## config.mk

```make
export PLATFORM = sky130hd
export DESIGN_NAME = alu
export DESIGN_NICKNAME = d
export VERILOG_FILES = /design/src/rtl/alu_pkg.sv /design/src/rtl/alu_core.sv /design/src/rtl/alu.sv
export SDC_FILE = /design/constraint.sdc
export NUM_CORES = 1
export LEC_CHECK = 0
export ABC_AREA = 1
export CORE_AREA = 4 4 143 104
export DETAILED_ROUTE_END_ITERATION = 7
export DIE_AREA = 0 0 147 108
export GPL_ROUTABILITY_DRIVEN = 1
export HOLD_SLACK_MARGIN = 0.05
export PLACE_DENSITY = 0.51
export SLEW_MARGIN = 30
export SYNTH_ARGS = -nofsm -noshare
export SYNTH_HDL_FRONTEND = slang
export SYNTH_HIERARCHICAL = 1
export SYNTH_SLANG_ARGS = --single-unit
```

## constraint.sdc

```tcl
create_clock -name clk -period 0.8 [get_ports clk]
set_input_delay 0.16 -clock clk [delete_from_list [all_inputs] [get_ports clk]]
set_output_delay 0.16 -clock clk [all_outputs]
set_load 0.05 [all_outputs]
```

## src/rtl/alu_pkg.sv

```systemverilog
// Shared constants for the accumulator-processor ALU: operand width and op codes.
// Pure declarations; no logic, no latency, no flow control.
// Imported by alu_core and the alu top level.
package alu_pkg;

    localparam int WIDTH_DEF = 16;

    localparam logic [2:0] OP_ADD   = 3'd0;
    localparam logic [2:0] OP_SUB   = 3'd1;
    localparam logic [2:0] OP_AND   = 3'd2;
    localparam logic [2:0] OP_OR    = 3'd3;
    localparam logic [2:0] OP_XOR   = 3'd4;
    localparam logic [2:0] OP_SLL   = 3'd5;
    localparam logic [2:0] OP_SRA   = 3'd6;
    localparam logic [2:0] OP_PASSB = 3'd7;

endpackage

```

## src/rtl/alu_core.sv

```systemverilog
// Combinational ALU datapath: result mux, equality flag and signed <= flag.
// Latency: zero cycles (pure combinational).
// No backpressure; outputs follow inputs continuously.
module alu_core
    import alu_pkg::*;
#(
    parameter int WIDTH = WIDTH_DEF
) (
    input  logic [WIDTH-1:0] a,
    input  logic [WIDTH-1:0] b,
    input  logic [2:0]       op,
    output logic [WIDTH-1:0] result,
    output logic             ble,
    output logic             eq
);

    localparam int SHW = $clog2(WIDTH);

    logic [SHW-1:0] shamt;

    // Only the low bits of B steer the shifter; upper bits are ignored.
    assign shamt = b[SHW-1:0];

    always_comb begin
        result = b;
        case (op)
            OP_ADD:   result = a + b;
            OP_SUB:   result = a - b;
            OP_AND:   result = a & b;
            OP_OR:    result = a | b;
            OP_XOR:   result = a ^ b;
            OP_SLL:   result = a << shamt;
            OP_SRA:   result = $signed(a) >>> shamt;
            OP_PASSB: result = b;
            default:  result = b;
        endcase
    end

    // Direct signed compare, so A - B overflow cannot corrupt the flag.
    assign ble = ($signed(a) <= $signed(b));
    assign eq  = (a == b);

endmodule

```

## src/rtl/alu.sv

```systemverilog
// 16-bit ALU with registered result and branch flags (eq, signed <=).
// Latency: one clock; outputs reflect inputs sampled at the previous rising edge.
// No backpressure: a new operation is accepted every cycle.
module alu
    import alu_pkg::*;
#(
    parameter int WIDTH = WIDTH_DEF
) (
    input  logic             clk,
    input  logic             reset,
    input  logic [WIDTH-1:0] A,
    input  logic [WIDTH-1:0] B,
    input  logic [2:0]       op,
    output logic [WIDTH-1:0] ALUResult,
    output logic             ble,
    output logic             branchResult
);

    logic [WIDTH-1:0] alu_result_d, alu_result_q;
    logic             ble_d, ble_q;
    logic             branch_result_d, branch_result_q;
    logic [WIDTH-1:0] core_result;
    logic             core_ble;
    logic             core_eq;

    alu_core #(
        .WIDTH (WIDTH)
    ) u_core (
        .a      (A),
        .b      (B),
        .op     (op),
        .result (core_result),
        .ble    (core_ble),
        .eq     (core_eq)
    );

    always_comb begin
        alu_result_d    = core_result;
        ble_d           = core_ble;
        branch_result_d = core_eq;
    end

    always_ff @(posedge clk or posedge reset) begin
        if (reset) begin
            alu_result_q    <= '0;
            ble_q           <= 1'b0;
            branch_result_q <= 1'b0;
        end else begin
            alu_result_q    <= alu_result_d;
            ble_q           <= ble_d;
            branch_result_q <= branch_result_d;
        end
    end

    assign ALUResult    = alu_result_q;
    assign ble          = ble_q;
    assign branchResult = branch_result_q;

endmodule

```

After elaboration in Yosys (flattened, before gate mapping)
Cells that the tools add are included.

Multiplexer cells: 1. Reduce and logical (&&, ||, !) cells: 1. Bitwise gates (word level): 3. Shift operators: 2. $lt $le $gt $ge: 1. Eq/ne operators: 8. Add/subtract/negate cells: 2.

Operator list (number): $pmux W16 S8 (1); $add A16 B16 Y16 (1); $and A16 B16 Y16 (1); $eq A16 B16 Y1 (1); $le A16 B16 Y1 (1); $or A16 B16 Y16 (1); $shl A16 B4 Y16 (1); $sshr A16 B4 Y16 (1); $sub A16 B16 Y16 (1); $xor A16 B16 Y16 (1); $eq A3 B3 Y1 const B (4); $eq A3 B2 Y1 const B (2); $eq A3 B1 Y1 const B (1); $logic_not A3 Y1 (1).

Word-level logic and storage cells: 21. Register bits after elaboration: 18. Bits of input ports: 37.

Depth between registers and ports, before layout
Gate-level depths: netlist of run 1.

Depth after elaboration: 2. Depth in mapped cells: 15.

Modules after synthesis
The synthesis of run 1 kept the hierarchy.

Modules (own cells, without submodules): alu_core (area an instance 4160.2 um2, instances 1, sequential area each 0.0 um2, cells an instance 814); alu (area an instance 454.2 um2, instances 1, sequential area each 450.4 um2, cells an instance 19).

Least setup slack after synthesis of run 1
Ideal clock, no wire load.

Path type: input to register. Start point: in B[2]. End point: reg alu_result_q[12], in the netlist ALUResult[12]. Library setup time: 0.124 ns. Stages on the path: 15. Arrival time: 1.721 ns. Setup slack: -1.045 ns. Required time: 0.676 ns. Cells stage by stage: buf_2 inv_1 buf_2 ha_1 buf_2 nor2_1 nand2_1 nand3_1 nand2_1 nand2_1 nand2_1 nand2_1 nand2_1 nand3_1 nand3_1.

Cells in the longest elaborated chain, start to end: 2.

Ends and longest elaborated chain: start: declaration (line alu.sv:12) `input logic [WIDTH-1:0] B,`; $sub A16 B16 Y16 (tied with other cells) (line alu_core.sv:28) `OP_SUB: result = a - b;`; $pmux W16 S8 * (line alu_core.sv:26) `case (op)`; named net alu_result_d[12] (line alu.sv:19) `logic [WIDTH-1:0] alu_result_d, alu_result_q;`; end signal: assignment (line alu.sv:49) `alu_result_q <= alu_result_d;`; end: declaration (line alu.sv:19).

The timed path passes the listed nets; every way through them passes the cells marked *.

Worst setup path after layout of run 1
Start point: in A[0]. End point: reg alu_result_q[12], in the netlist ALUResult[12].

Cells in the longest elaborated chain, start to end: 2.

Ends and longest elaborated chain: start: declaration (line alu.sv:11) `input logic [WIDTH-1:0] A,`; $sub A16 B16 Y16 (tied with other cells) (line alu_core.sv:28); $pmux W16 S8 * (line alu_core.sv:26); named net alu_result_d[12] (line alu.sv:19).

Marks and branches as above.

==> results of run 1 <==
## what timing repair did
action / in CTS / in global routing
resized for setup: 539 / 67
pin swaps: 158 / 77
gates cloned: 3 / 0
endpoints found under the setup margin: 36 / 36
setup buffers: 54 / 9
## where the power goes
part	leakage (nW)	total [mW]	switching [mW]	internal, mW
Clock	0.0442	1.19	0.422	0.764
Combinational	4.30	7.32	4.00	3.32
Sequential	0.220	1.19	0.139	1.05
## layout by cell type (no fill, tap or decap), types with 12 or more instances in the layout
| cell type | instances |
|---|---|
| ha_4 | 25 |
| nand3_4 | 13 |
| nor2_2 | 15 |
| dfrtp_1 | 17 |
| inv_4 | 15 |
| nor2_1 | 40 |
| nand2_1 | 184 |
| o21ai_0 | 12 |
| ha_1 | 16 |
| a21oi_1 | 20 |
| inv_1 | 35 |
| nand2_2 | 61 |
| nand2_4 | 26 |
| nand4_1 | 14 |
| buf_6 | 56 |
| buf_4 | 212 |
| buf_12 | 27 |
| nand3_2 | 37 |
| nor2_4 | 18 |
| inv_2 | 44 |
| nand3_1 | 80 |
| o22ai_1 | 14 |
## sequential cells by signal, summed over array words and instances (netlist names)
signal,count
ble,1
ALUResult,16
branchResult,1
## worst paths after layout
kind | cells after the start | endpoint | from
min in group clk | 6 | ALUResult[5]$_DFF_PP0_ | B[5]
hold / removal | 3 | ALUResult[8]$_DFF_PP0_ | reset
setup / recovery | 13 | ALUResult[12]$_DFF_PP0_ | A[0]
max in group asynchronous | 3 | ALUResult[15]$_DFF_PP0_ | reset
## cell families after synthesis
| kind of cell | Yosys count | share of synthesized area [%] |
|---|---|---|
| AO/OA/AOI/OAI | 106 | 13.1 |
| adder cells (fa/ha/maj) | 51 | 14.2 |
| multiplexers | 2 | 0.434 |
| flip-flops | 18 | 9.76 |
| buffers and inverters | 137 | 13.4 |
| AND/OR/NAND/NOR | 515 | 48.4 |
| XOR/XNOR | 4 | 0.759 |
## stage by stage
step | utilization [%] | area [µm²] | total power [mW] | setup TNS, ns
2_1_floorplan | - | 4920 | 3.81 | -11.56
3_3_place_gp | 53.4 | 7230 | 6.58 | -26.63
3_5_place_dp | 53.4 | 7230 | 6.59 | -26.73
4_1_cts | 66.9 | 9070 | 9.20 | -13.82
5_1_grt | 68.7 | 9320 | 10.1 | -16.07
6_report | 68.7 | 9320 | 9.70 | -14.95
## final cells by class
type | instances | area [µm²] | area share (%)
Multi-Input combinational cell | 679 | 5030 | 54.0
Timing Repair Buffer | 321 | 3040 | 32.6
Inverter | 101 | 465 | 4.99
Sequential cell | 18 | 452 | 4.85
Tap cell | 190 | 238 | 2.55
Clock buffer | 4 | 88.8 | 0.953
## worst max-delay path: stages
cell and delay [ns]:
buf_8 0.07, buf_4 0.11, ha_2 0.18, inv_2 0.05, fa_2 0.37, inv_4 0.10, nand3_1 0.09, nand3_2 0.08
nand4_1 0.13, nand3_1 0.12, nand2_1 0.11, nand3_2 0.08, nand3_2 0.08
## layer usage
layer  vias up  track usage (%)  share of wire, %
li1       3305                -                 -
met1      3332             46.1                43
met2       468             49.9                42
met3        62             8.50                12
met4         0             9.24               3.2
met5         -                0                 0
==> load_flow_metrics.sql, run 1 <==
INSERT INTO impl_metrics (metric_group, metric, value, unit) VALUES
('status', 'run_status', 'finished, violations left', ''),
('status', 'violations', 'setup timing', ''),
('place', 'dp_slack', '-1.65', 'ns'),
('logic_synthesis', 'synth_flop_cell', 'dfrtp_1', ''),
('cts', 'cts_tree', 'yes', ''),
('cts', 'cts_root_buf', 'clkbuf_16', ''),
('logic_synthesis', 'synth.cell_area', '4610', 'µm²'),
('layout', 'area_growth_syn_to_layout', '102', '%'),
('drt', 'detail_route.wirelength', '27.0', 'mm'),
('drt', 'vias_per_cell', '5.46', ''),
('sta', 'hold_viol', '0', ''),
('drt', 'vias', '7167', ''),
('worst_setup_path', 'timing.critical_path.arrival', '1.74', 'ns'),
('floorplan', 'rows', '36', ''),
('sta', 'max-slew-margin-rel', '67.8', '%'),
('worst_setup_path', 'critPathMaxFanout', '4', ''),
('grt', 'grt_antenna_before_repair', '0', ''),
('floorplan', 'starting_density', '34.0', '%'),
('logic_synthesis', 'post_synth.cell_area_avg', '5.54', 'µm²'),
('logic_synthesis', 'synth.largest_area_cell', 'nand2_1', ''),
('logic_synthesis', 'synthCells', '833', ''),
('logic_synthesis', 'synth_common_cells', 'nand2_1 (271), nand3_1 (126), inv_1 (95)', ''),
('drt', 'route.antenna.remaining_nets', '0', ''),
('sta', 'minimum_clock_period', '1.61', 'ns'),
('logic_synthesis', 'synth_async_sr_flop_share', '100', '%'),
('power_and_ir_drop', 'total_leakage_power', '4.56', 'nW'),
('place', 'place.detailed.hpwl', '19.8', 'mm'),
('layout', 'final_layout_size_suffix_gt1_share', '58.0', '%'),
('floorplan', 'core-area', '13600', 'µm²'),
('cts', 'cts.htree.levels', '1', ''),
('place', 'portBuffers', '54', ''),
('drt', 'detail_route.wl_per_cell', '20.5', 'µm'),
('logic_synthesis', 'synth-seq-cells', '18', ''),
('cts', 'clk_pin_slew', '0.07', 'ns'),
('drt', 'first_iteration_detailed_routing_drc_count', '818', ''),
('logic_synthesis', 'yosysUniqueCellTypes', '39', ''),
('cts', 'cts.hold.buffers_added', '0', ''),
('cts', 'numCtsBuffers', '3', ''),
('sta', 'min_period_over_period', '202', '%'),
('worst_setup_path', 'end_kind', 'flip-flop', ''),
('floorplan', 'chipHeight', '108', 'µm'),
('sta', 'fmax', '619', 'MHz'),
('sta', 'tightest_slew', '0.484', 'ns'),
('layout', 'n_antenna_cell', '0', ''),
('layout', 'fill_cells', '1107', ''),
('worst_hold_path', 'worstHoldPathType', 'in2async', ''),
('floorplan', 'ioPinCount', '55', ''),
('grt', 'globalRoute.totalOverflow', '0', ''),
('floorplan', 'dieWidth', '147', 'µm'),
('grt', 'grt_pass1_wl', '40.4', 'mm'),
('worst_setup_path', 'crit_path_start_kind', 'input port', ''),
('drt', 'route.detailed.drc', '0', ''),
('sta', 'setup_slack', '-0.814', 'ns'),
('logic_synthesis', 'synthTopCellsByArea', 'nand2_1 (22%), nand3_1 (14%), ha_1 (13%), dfrtp_1 (9.8%), inv_1 (7.7%)', ''),
('drt', 'drt_pre_antenna_iters', '6', ''),
('power_and_ir_drop', 'cellPowerDensity', '1040', 'nW/µm²'),
('power_and_ir_drop', 'vdd.ir_drop.worst', '728', 'µV'),
('worst_setup_path', 'timing.setup.critical_path_class', 'in2reg', ''),
('layout', 'nNetsFinal', '1212', ''),
('floorplan', 'die_area', '15900', 'µm²'),
('place', 'placed_cells_incl_taps', '1251', ''),
('layout', 'instances_no_fill', '1313', ''),
('logic_synthesis', 'synth_enable_flop_cells', '0', ''),
('logic_synthesis', 'yosysSeqAreaShare', '9.76', '%'),
('sta', 'finalSetupViolations', '36', ''),
('cts', 'tritoncts_num_sinks', '18', ''),
('sta', 'slew_viol_final', '0', ''),
('cts', 'cts-root-to-sink-buffers', '2', ''),
('place', 'gp_routability_congestion', '0.966', ''),
('logic_synthesis', 'area_fraction_of_the_dominant_cell_type_after_synthesis', '22.0', '%'),
('logic_synthesis', 'yosysWarnings', '6', ''),
('worst_setup_path', 'critPathRequiredTime', '0.93', 'ns'),
('grt', 'gr-usage-all-layers', '32.8', '%'),
('grt', 'first_global_vias', '7057', ''),
('sta', 'hold-worst-slack', '0.235', 'ns'),
('logic_synthesis', 'syn_nets', '921', ''),
('sta', 'rsz0062_at_grt', 'yes', ''),
('run', 'maxCapViolCount', '0', ''),
('logic_synthesis', 'count_leader_synth', 'nand2_1', ''),
('grt', 'grt_start_max_net_pins', '33', '');
Power figures use the tool's default switching activity.
==> inputs of run 2 (changes only) <==
--- a/config.mk
+++ b/config.mk
@@ -6,12 +6,12 @@
 export NUM_CORES = 1
 export LEC_CHECK = 0
 export ABC_AREA = 1
-export CORE_AREA = 4 4 143 104
+export CORE_AREA = 4 4 134 97
 export DETAILED_ROUTE_END_ITERATION = 7
-export DIE_AREA = 0 0 147 108
+export DIE_AREA = 0 0 138 101
 export GPL_ROUTABILITY_DRIVEN = 1
 export HOLD_SLACK_MARGIN = 0.05
-export PLACE_DENSITY = 0.51
+export PLACE_DENSITY = 0.58
 export SLEW_MARGIN = 30
 export SYNTH_ARGS = -nofsm -noshare
 export SYNTH_HDL_FRONTEND = slang
==> run 2 against run 1 <==
  * The run still ends with setup timing left
  * Sequential share of layout area up 0.27 points
  * Count of clock-buffer cells in the layout stayed put
  * Sequential power is essentially flat
  * First-iteration DRC count rose by 0.37%
  * Routed wire length is 3.8% lower
  * Non-clock buffer count decreased by 16
  * Worst setup slack better by 0.040 ns
  * Design area fell by 5.5%
  * Hold slack hardly changed
  * Utilization increased by 6.9 points
  * Global-route usage rose by 3.0 points
  * Via count grew 1.0%
  * Critical path type unchanged
  * Critical endpoint is now ALUResult[9]$_DFF_PP0_
==> load_flow_metrics.sql, run 2 (synthesized netlist as in run 1, its figures left out) <==
INSERT INTO impl_metrics (metric_group, metric, value, unit) VALUES
('worst_setup_path', 'critPathRequiredTime', '0.94', 'ns'),
('worst_setup_path', 'timing.critical_path.arrival', '1.72', 'ns'),
('power_and_ir_drop', 'cellPowerDensity', '1050', 'nW/µm²'),
('place', 'portBuffers', '54', ''),
('worst_setup_path', 'end_kind', 'flip-flop', ''),
('floorplan', 'starting_density', '39.6', '%'),
('worst_hold_path', 'worstHoldPathType', 'in2async', ''),
('grt', 'first_global_vias', '7110', ''),
('place', 'total_cell_area_at_the_placement_stage', '7070', 'µm²'),
('sta', 'slew_viol_final', '0', ''),
('grt', 'grt_pass1_wl', '39.2', 'mm'),
('place', 'dp_slack', '-1.53', 'ns'),
('place', 'place.detailed.hpwl', '18.3', 'mm'),
('drt', 'detail_route.wl_per_cell', '20.5', 'µm'),
('sta', 'hold-worst-slack', '0.235', 'ns'),
('sta', 'rsz0062_at_grt', 'yes', ''),
('place', 'placed_cells_incl_taps', '1198', ''),
('cts', 'cts.htree.levels', '1', ''),
('sta', 'finalSetupViolations', '36', ''),
('floorplan', 'dieWidth', '138', 'µm'),
('cts', 'cts.hold.buffers_added', '0', ''),
('drt', 'first_iteration_detailed_routing_drc_count', '821', ''),
('drt', 'route.detailed.drc', '0', ''),
('floorplan', 'die_area', '13900', 'µm²'),
('sta', 'min_period_over_period', '197', '%'),
('sta', 'hold_viol', '0', ''),
('grt', 'gr-usage-all-layers', '35.9', '%'),
('floorplan', 'core-area', '11600', 'µm²'),
('floorplan', 'ioPinCount', '55', ''),
('sta', 'minimum_clock_period', '1.57', 'ns'),
('status', 'run_status', 'finished, violations left', ''),
('run', 'maxCapViolCount', '0', ''),
('drt', 'route.antenna.remaining_nets', '0', ''),
('cts', 'cts_tree', 'yes', ''),
('layout', 'mostFrequentLayoutCell', 'nand2_1', ''),
('drt', 'vias_per_cell', '5.73', ''),
('layout', 'area_growth_syn_to_layout', '90.8', '%'),
('drt', 'detail_route.wirelength', '25.9', 'mm'),
('floorplan', 'rows', '33', ''),
('place', 'gp_routability_congestion', '0.969', ''),
('sta', 'setup_slack', '-0.774', 'ns'),
('cts', 'cts-root-to-sink-buffers', '2', ''),
('worst_setup_path', 'timing.setup.critical_path_class', 'in2reg', ''),
('power_and_ir_drop', 'total_leakage_power', '4.37', 'nW'),
('worst_setup_path', 'critPathMaxFanout', '3', ''),
('grt', 'grt_start_max_net_pins', '33', ''),
('layout', 'commonest_cells_after_routing_fill_and_taps_aside', 'nand2_1 (207), buf_4 (205), nand3_1 (85)', ''),
('layout', 'fill_cells', '899', ''),
('layout', 'final_layout_size_suffix_gt1_share', '52.7', '%'),
('power_and_ir_drop', 'vdd.ir_drop.worst', '860', 'µV'),
('drt', 'vias', '7241', ''),
('floorplan', 'chipHeight', '101', 'µm'),
('layout', 'n_antenna_cell', '0', ''),
('grt', 'globalRoute.totalOverflow', '0', ''),
('layout', 'max_reg_flops', '16', ''),
('status', 'violations', 'setup timing', ''),
('layout', 'instances_no_fill', '1264', ''),
('grt', 'grt_antenna_before_repair', '0', ''),
('layout', 'nNetsFinal', '1196', ''),
('sta', 'setup_total_negative_slack', '-15.05', 'ns'),
('sta', 'max-slew-margin-rel', '78.0', '%'),
('drt', 'drt_pre_antenna_iters', '5', ''),
('sta', 'fmax', '635', 'MHz'),
('layout', 'final_design_area_no_fill', '8800', 'µm²'),
('worst_setup_path', 'crit_path_start_kind', 'input port', ''),
('cts', 'tritoncts_num_sinks', '18', ''),
('cts', 'numCtsBuffers', '3', ''),
('sta', 'tightest_slew', '0.327', 'ns'),
('cts', 'clk_pin_slew', '0.06', 'ns'),
('cts', 'cts_root_buf', 'clkbuf_16', '');
[run 2: changes by cell type in the layout (fill, tap and decap cells not counted), sizes merged]
cell and delta:
nand3 -1, clkbuf +1, inv +1, buf -17
[run 2: final cells by class]
cell class / count / area [µm²] / area share [%]
clock buffers: 4 / 88.8 / 1.01
inverters: 101 / 470 / 5.34
multi-input cells: 678 / 4740 / 53.8
flip-flops and latches: 18 / 450 / 5.12
well taps: 157 / 196 / 2.23
repair buffers: 305 / 2850 / 32.4
repair inverters: 1 / 8.76 / 0.0995
[run 2: layer usage]
layer | routed length (µm) | track usage, %
met1 | 10700 | 46.6
met2 | 11400 | 58.0
met3 | 2720 | 9.06
met4 | 1120 | 13.3
met5 | 0 | 0
[run 2: through the flow]
step / utilization [%] / power [mW]
finish: 75.6 / 9.21
global placement: 60.7 / 6.29
floorplan: - / 3.81
global route: 75.6 / 9.62
CTS: 73.3 / 8.70
detailed placement: 60.7 / 6.36
[run 2: how the worst max path moves through the flow]
stage | slack, ns | to | cells after the start | start
4_1_cts | -0.70 | ALUResult[12]$_DFF_PP0_ | 15 | A[0]
2_1_floorplan | -0.75 | ALUResult[15]$_DFF_PP0_ | 15 | B[2]
5_1_grt | -0.81 | ALUResult[2]$_DFF_PP0_ | 10 | A[0]
3_3_place_gp | -1.52 | ALUResult[10]$_DFF_PP0_ | 10 | B[0]
6_report | -0.77 | ALUResult[9]$_DFF_PP0_ | 12 | B[3]
3_5_place_dp | -1.53 | ble$_DFF_PP0_ | 12 | B[9]
[run 2: what timing repair did]
action | CTS | global route
gates resized for setup | 460 | 58
cloned | 2 | 0
setup endpoints to repair | 36 | 36
buffers inserted | 54 | 12
pin swaps | 120 | 43
hold endpoints to repair | 0 | 0
[run 2: where the power goes]
part,internal (mW),switching [mW],leakage [nW]
registers,1.05,0.131,0.221
logic,3.10,3.76,4.11
clock network,0.764,0.410,0.0442
total,4.92,4.30,4.37
[run 2: worst max-delay path, stage by stage]
cell and delay, ns:
buf_8 0.08, clkinvlp_4 0.13, buf_6 0.15, buf_6 0.11, ha_4 0.17, a21oi_4 0.21
buf_6 0.14, nand3_4 0.11, nand3b_1 0.17, nand3_1 0.13, nand3_2 0.10, nand3_2 0.05
